## src/rtl/serial_subtractor.sv

```systemverilog
// ---------------------------------------------------------------------------
// serial_subtractor
//   Multi-cycle unsigned subtractor: d = (a - b - bin) mod 2^WIDTH, with
//   bout = 1 iff a < b + bin. Processes DIGIT bits per clock, LSB slice
//   first, holding the ripple borrow in a register between slices.
//   Input and output use independent valid/ready handshakes, but a new
//   operand set is only taken once the previous result has been consumed.
//
// Parameters
//   WIDTH  operand/result width in bits (>= 1)
//   DIGIT  bits processed per clock (must divide WIDTH)
//
// Ports
//   clk        rising-edge clock
//   reset      synchronous, active-high reset
//   in_valid   a, b, bin are valid
//   in_ready   block can accept operands (registered)
//   bin        borrow in
//   a, b       minuend / subtrahend, unsigned
//   out_valid  d and bout are valid (registered)
//   out_ready  consumer accepts the result
//   d          difference (registered, held after handshake)
//   bout       borrow out (registered)
// ---------------------------------------------------------------------------
module serial_subtractor #(
  parameter int WIDTH = 8,
  parameter int DIGIT = 1
) (
  input  logic             clk,
  input  logic             reset,
  input  logic             in_valid,
  output logic             in_ready,
  input  logic             bin,
  input  logic [WIDTH-1:0] a,
  input  logic [WIDTH-1:0] b,
  output logic             out_valid,
  input  logic             out_ready,
  output logic [WIDTH-1:0] d,
  output logic             bout
);

  localparam int N  = WIDTH / DIGIT;
  localparam int CW = (N > 1) ? $clog2(N) : 1;

  // Reject illegal parameterisations at elaboration time.
  generate
    if (WIDTH < 1 || DIGIT < 1 || (WIDTH % DIGIT) != 0) begin : g_bad_params
      $error("serial_subtractor: DIGIT must be >= 1 and divide WIDTH >= 1");
    end
  endgenerate

  typedef enum logic [1:0] {
    IDLE = 2'd0,
    RUN  = 2'd1,
    DONE = 2'd2
  } state_t;

  // One DIGIT-wide slice of subtraction; the MSB of the DIGIT+1-bit result
  // is the outgoing borrow (the two's-complement sign of the slice result).
  function automatic logic [DIGIT:0] sub_slice(
    input logic [DIGIT-1:0] x,
    input logic [DIGIT-1:0] y,
    input logic             bi
  );
    sub_slice = {1'b0, x} - {1'b0, y} - {{DIGIT{1'b0}}, bi};
  endfunction

  state_t            state_r, state_s;
  logic [WIDTH-1:0]  a_r, a_s;
  logic [WIDTH-1:0]  b_r, b_s;
  logic [WIDTH-1:0]  res_r, res_s;
  logic              borrow_r, borrow_s;
  logic [CW-1:0]     cnt_r, cnt_s;
  logic [WIDTH-1:0]  d_r, d_s;
  logic              bout_r, bout_s;
  logic              in_ready_r, in_ready_s;
  logic              out_valid_r, out_valid_s;

  logic [DIGIT:0]    slice_s;
  logic [WIDTH-1:0]  slice_top_s;
  logic [WIDTH-1:0]  res_shift_s;

  // Slice datapath: subtract the low slice and splice it in at the MSB end.
  always_comb begin
    slice_s     = sub_slice(a_r[DIGIT-1:0], b_r[DIGIT-1:0], borrow_r);
    slice_top_s = WIDTH'(slice_s[DIGIT-1:0]) << (WIDTH - DIGIT);
    res_shift_s = (res_r >> DIGIT) | slice_top_s;
  end

  // Next-state and next-output logic for the IDLE/RUN/DONE sequencer.
  always_comb begin
    state_s     = state_r;
    a_s         = a_r;
    b_s         = b_r;
    res_s       = res_r;
    borrow_s    = borrow_r;
    cnt_s       = cnt_r;
    d_s         = d_r;
    bout_s      = bout_r;
    in_ready_s  = in_ready_r;
    out_valid_s = out_valid_r;
    case (state_r)
      IDLE: begin
        if (in_valid) begin
          a_s        = a;
          b_s        = b;
          borrow_s   = bin;
          cnt_s      = {CW{1'b0}};
          in_ready_s = 1'b0;
          state_s    = RUN;
        end else begin
          state_s    = IDLE;
        end
      end
      RUN: begin
        a_s      = a_r >> DIGIT;
        b_s      = b_r >> DIGIT;
        res_s    = res_shift_s;
        borrow_s = slice_s[DIGIT];
        cnt_s    = cnt_r + {{(CW-1){1'b0}}, 1'b1};
        // Last slice: publish the finished result straight from the shifter.
        if (cnt_r == CW'(N - 1)) begin
          d_s         = res_shift_s;
          bout_s      = slice_s[DIGIT];
          out_valid_s = 1'b1;
          state_s     = DONE;
        end else begin
          state_s     = RUN;
        end
      end
      DONE: begin
        if (out_ready) begin
          out_valid_s = 1'b0;
          in_ready_s  = 1'b1;
          state_s     = IDLE;
        end else begin
          state_s     = DONE;
        end
      end
      default: begin
        out_valid_s = 1'b0;
        in_ready_s  = 1'b1;
        state_s     = IDLE;
      end
    endcase
  end

  // State and datapath registers; reset aborts any transaction in flight.
  always_ff @(posedge clk) begin
    if (reset) begin
      state_r     <= IDLE;
      a_r         <= {WIDTH{1'b0}};
      b_r         <= {WIDTH{1'b0}};
      res_r       <= {WIDTH{1'b0}};
      borrow_r    <= 1'b0;
      cnt_r       <= {CW{1'b0}};
      d_r         <= {WIDTH{1'b0}};
      bout_r      <= 1'b0;
      in_ready_r  <= 1'b1;
      out_valid_r <= 1'b0;
    end else begin
      state_r     <= state_s;
      a_r         <= a_s;
      b_r         <= b_s;
      res_r       <= res_s;
      borrow_r    <= borrow_s;
      cnt_r       <= cnt_s;
      d_r         <= d_s;
      bout_r      <= bout_s;
      in_ready_r  <= in_ready_s;
      out_valid_r <= out_valid_s;
    end
  end

  assign in_ready  = in_ready_r;
  assign out_valid = out_valid_r;
  assign d         = d_r;
  assign bout      = bout_r;

endmodule
```

## config.mk

```make
export PLATFORM = sky130hd
export DESIGN_NAME = serial_subtractor
export DESIGN_NICKNAME = d
export VERILOG_FILES = /design/src/rtl/serial_subtractor.sv
export SDC_FILE = /design/constraint.sdc
export NUM_CORES = 1
export LEC_CHECK = 0
export CORE_MARGIN = 3
export CORE_UTILIZATION = 58
export CTS_BUF_LIST = sky130_fd_sc_hd__clkbuf_8
export CTS_CLUSTER_DIAMETER = 100
export DETAILED_ROUTE_END_ITERATION = 6
export PLACE_DENSITY = 0.9
export SYNTH_ARGS = -nofsm -noshare
export SYNTH_HDL_FRONTEND = slang
export SYNTH_SLANG_ARGS = --single-unit
```

## constraint.sdc

```tcl
create_clock -name clk -period 3 [get_ports clk]
set_input_delay 0.6 -clock clk [delete_from_list [all_inputs] [get_ports clk]]
set_output_delay 0.6 -clock clk [all_outputs]
set_load 0.02 [all_outputs]
```

* Yosys cells after proc, flatten, opt, wreduce, memory -nomap -nowiden *
Index checks and enable logic that the tools add are counted.

cells by class
  reductions and logical operators = 6
  equal/unequal tests = 6
  bitwise gates (word level) = 3
  muxes and demuxes = 18
  add/subtract/negate cells = 3

operators by type and width
  kind                                                                   count
  8-bit one-hot mux with 2 select lines                                  2
  8-bit two-way mux                                                      2
  7-bit by 8-bit OR with 8-bit output                                    1
  1-bit two-way mux                                                      6
  2-bit inequality test, second input constant                           3
  1-bit one-hot mux with 3 select lines                                  2
  2-bit one-hot mux with 3 select lines                                  1
  3-bit one-hot mux with 2 select lines                                  1
  3-bit AND reduction                                                    2
  2-bit two-way mux                                                      2
  2-bit AND reduction                                                    2
  3-bit by 1-bit adder with 3-bit output, second input constant          1
  3-bit equality test, second input constant                             1
  3-bit two-way mux                                                      1
  2-bit by 1-bit equality test with 1-bit output, second input constant  1
  2-bit equality test, second input constant                             1
  2-bit logical NOT                                                      1
  1-bit NOT                                                              2
  1-bit one-hot mux with 2 select lines                                  1
  2-bit nonzero test                                                     1
  1-bit by 1-bit subtractor with 2-bit output                            1
  2-bit by 1-bit subtractor with 2-bit output                            1

word-level totals
  word-level logic and storage cells = 46
  bits of input ports = 21
  output and inout bits = 11
  flip-flop bits (word level) = 41

* Depth between registers and ports, before layout *
  depth after elaboration = 3
  mapped depth = 6
  mapped depth without buffers = 5

* Worst setup path before layout *
No wires, ideal clock.

  path kind = register to register
  start point = register cnt_r[0]
  end point = register d_r[7] (netlist: d[7])
  data arrival time = 1.212 ns
  clock period less this slack = 1.298 ns
  path buffers = 1
  required time = 2.913 ns
  stages on the path, launching flop included = 6
  setup slack = 1.702 ns
  library setup time = 0.087 ns
  cells stage by stage = dfxtp_1 -> ha_1 -> ha_1 -> and3b_1 -> buf_6 -> a211oi_1

between the ends
  longest elaborated chain between the ends = 2

ends and longest elaborated chain
  what                           RTL line  text
  start: declaration             73        logic [CW-1:0] cnt_r, cnt_s;
  start signal: assignment       156       cnt_r <= {CW{1'b0}};
  start signal: assignment       167       cnt_r <= cnt_s;
  3-bit equality test            122       if (cnt_r == CW'(N - 1)) begin
  2-bit AND reduction (no line)  --
  end signal: assignment         157       d_r <= {WIDTH{1'b0}};
  end signal: assignment         168       d_r <= d_s;
  end: declaration               74        logic [WIDTH-1:0] d_r, d_s;

Every way passes these cells.
A chain may end at the register's enable or synchronous reset.

* Worst setup path after layout *
  start point = register out_valid_r (netlist: out_valid)
  end point = output out_valid

RTL lines
  what                      RTL line  text
  start: declaration        77        logic out_valid_r, out_valid_s;
  start signal: assignment  171       out_valid_r <= out_valid_s;
  end: declaration          36        output logic out_valid,

No word-level cell between the ends.

==> flow_metrics.py <==
metrics = {
    "sta": {
        "tns_ps": 0,
        "max_freq_ghz": 0.5365,
        "rsz0062_at_grt": "false",
        "worstMarginPinSlew_ps": 752.2,
        "timing.final.crit_share_pct": 62.13,
        "setup_viol": 0,
        "max-slew-margin-rel_pct": 49.75,
        "min_period_ps": 1864,
        "hold_viol": 0,
        "finalMaxSlewViolations": 0,
        "skew_ps": 4.598,
    },
    "die": {
        "die_h_um": 61.41,
        "row_count": 19,
        "dieArea_sq_um": 3771,
        "start_util_pct": 62.94,
        "die-width_um": 61.41,
        "pin_count": 32,
        "core_sq_um": 2829,
    },
    "clock_tree": {
        "clk_pin_slew_ps": 80,
        "cts_resized": 0,
        "cts_made_buffers": 5,
        "cts.htree.levels": 2,
        "cts_hold_buf": 0,
        "post_cts_buffers": 0,
        "clockRootBuffer": "clkbuf_8",
        "clkSinkCount": 40,
        "clock_latency_ps": 290,
        "cts_tree": "yes",
        "clock_path_buffers": 2,
    },
    "power_and_ir_drop": {
        "power.density_nw_per_um2": 535.1,
        "vdd_drop_max_uv": 412.8,
        "leakage_nw": 0.7754,
    },
    "yosys": {
        "synth.avg_cell_area_sq_um": 10.12,
        "ys_seq_elements": 40,
        "ys.flop_type": "dfxtp_1",
        "synth_top_area_cell": "dfxtp_1",
        "ys.warnings.count": 0,
        "yosysSeqAreaShare_pct": 44.98,
        "async_flop_share_pct": 0,
        "synth_edf_count": 0,
        "syn_area_sq_um": 1780,
        "syn-num-nets": 200,
        "synthDistinctLibCells": 28,
        "synth_top_cells_by_area": "dfxtp_1 (45%), a211oi_2 (11%), mux2i_1 (9.6%)",
        "synthCells": 176,
        "synth_top_area_share_pct": 44.98,
    },
    "grt": {
        "grt_use_met3_pct": 5.660,
        "grt_max_degree": 31,
        "grt_pass1_vias": 1231,
        "gr-total-overflow": 0,
        "grt_pass1_wl_mm": 5.609,
        "grt_use_total_pct": 20.53,
        "top_usage_layer": "met2",
        "met2_usage_pct": 33.38,
        "antenna_found_initial": 0,
        "grtUsageMet1_pct": 26.67,
    },
    "outcome": {
        "status": "complete, no violations",
    },
    "setup_path": {
        "arrival_ps": 1260,
        "slowest_delay_ps": 610,
        "critPathSlowestCell": "clkdlybuf4s50_1",
        "crit_chain": "clkdlybuf4s50_1",
        "critPathKind": "flip-flop to output pin",
        "worstPathMaxFanout": 2,
        "critPathBufInv": 1,
        "crit_family": "buffers and inverters",
        "start_kind": "flip-flop",
        "required_ps": 2400,
        "end_kind": "output pin",
    },
    "placement": {
        "io_buffers": 31,
        "gp_congestion": 0.7706,
        "dp_hpwl_mm": 2.369,
    },
    "flow_run": {
        "cap_violations": 0,
    },
    "min_path": {
        "hp-class": "flip-flop to flip-flop",
    },
    "final_layout": {
        "final_util_pct": 75.90,
        "nNetsFinal": 228,
        "area_delta_synth_final_pct": 20.59,
        "drive_above_1_share_pct": 20.98,
        "diodes": 0,
        "fill_cells": 206,
    },
    "routing": {
        "ant_nets": 0,
        "first_iter_violations": 59,
        "drc": 0,
        "wirelength_mm": 3.343,
        "drt-vias-per-instance": 5.517,
        "detail_route.wl_per_cell_um": 14.17,
        "vias": 1302,
        "first_pass_iters": 4,
    },
}
logic make-up (layout without fill, tap and decap cells):
group	count (synthesis)	after routing	share of synthesized area, %
and+or+nand+nor	60	60	16.16
AOI/OAI and AO/OA	41	41	19.82
DFF	40	40	44.98
muxes	17	17	9.557
buffers and inverters	15	44	6.957
adders and majority gates	3	3	2.530
layout make-up:
cell class | instances | area, sq um | area share (%)
inverter | 2 | 7.507 | 0.3497
multi-input combinational | 121 | 855.8 | 39.86
tap | 31 | 38.79 | 1.807
sequential | 40 | 800.8 | 37.30
clock buffer | 5 | 68.82 | 3.205
clock inverter | 3 | 42.54 | 1.981
timing repair buffer | 34 | 332.8 | 15.50
report_power, final:
part           switching, mW  total (mW)  internal, mW
clock                  0.185       0.431         0.246
sequential            0.0215       0.577         0.556
combinational         0.0685       0.140        0.0717
total                  0.275        1.15         0.874
tightest hold or removal path, delay by kind of cell (launching register included):
kind | cells | cell delay, ps
flops | 1 | 310
compound gates | 1 | 50
simple gates | 1 | 50
state kept, by name, indices dropped and copies added, names as in the netlist:
| name | count |
|---|---|
| a_r | 8 |
| b_r | 8 |
| borrow_r | 1 |
| bout | 1 |
| cnt_r | 3 |
| d | 8 |
| in_ready | 1 |
| out_valid | 1 |
| res_r | 7 |
| state_r | 2 |
stage by stage:
stage / power [mW] / hold WS, ps / setup WS, ps / cells / area [sq um]
5_1_grt: 1.191 / 479.3 / 1047 / 236 / 2147
4_1_cts: 1.160 / 456.6 / 1126 / 236 / 2147
2_1_floorplan: 0.6925 / 432.1 / 1702 / 176 / 1780
6_report: 1.149 / 456.0 / 1136 / 236 / 2147
3_3_place_gp: 0.7221 / 442.2 / 1058 / 228 / 2036
3_5_place_dp: 0.7304 / 445.8 / 975.4 / 228 / 2036
path summary, 6_finish.rpt:
| path | end | cells past startpoint | from | slack, ps |
|---|---|---|---|---|
| worst max register to register | res_r[7] | 3 | state_r[0] | 1250 |
| worst max-delay path | out_valid | 1 | out_valid | 1140 |
| worst min register to register | d[5] | 2 | d[5] | 460 |
| worst min-delay path | d[5] | 2 | d[5] | 460 |
cell usage after synthesis (2+ instances only):
cell	instances
buf_4	3
buf_1	2
mux2i_1	17
o21bai_1	2
nor2_1	10
ha_1	2
a211oi_1	2
nand2_1	28
dfxtp_1	40
a21oi_1	15
a22oi_1	4
clkbuf_1	2
a211oi_2	15
buf_12	2
buf_6	3
nor2_2	15
nand2b_1	2
inv_1	2
layer usage:
layer  vias to the layer above  routed length (um)
met5                         -                   0
met4                         0                  34
met3                         3                 176
met2                        26                1618
met1                       614                1514
li1                        659                   -
placed cells by master (no fill, tap or decap), drive strengths merged, types with 3 or more instances in the layout:
cell	Yosys	routed
a211oi	17	17
nor2	25	25
clkdlybuf4s50	0	31
nand2	28	28
a22oi	4	4
mux2i	17	17
dfxtp	40	40
a21oi	15	15
buf	11	3
clkbuf	2	5
Note: power is estimated with default switching activity, not from simulation.
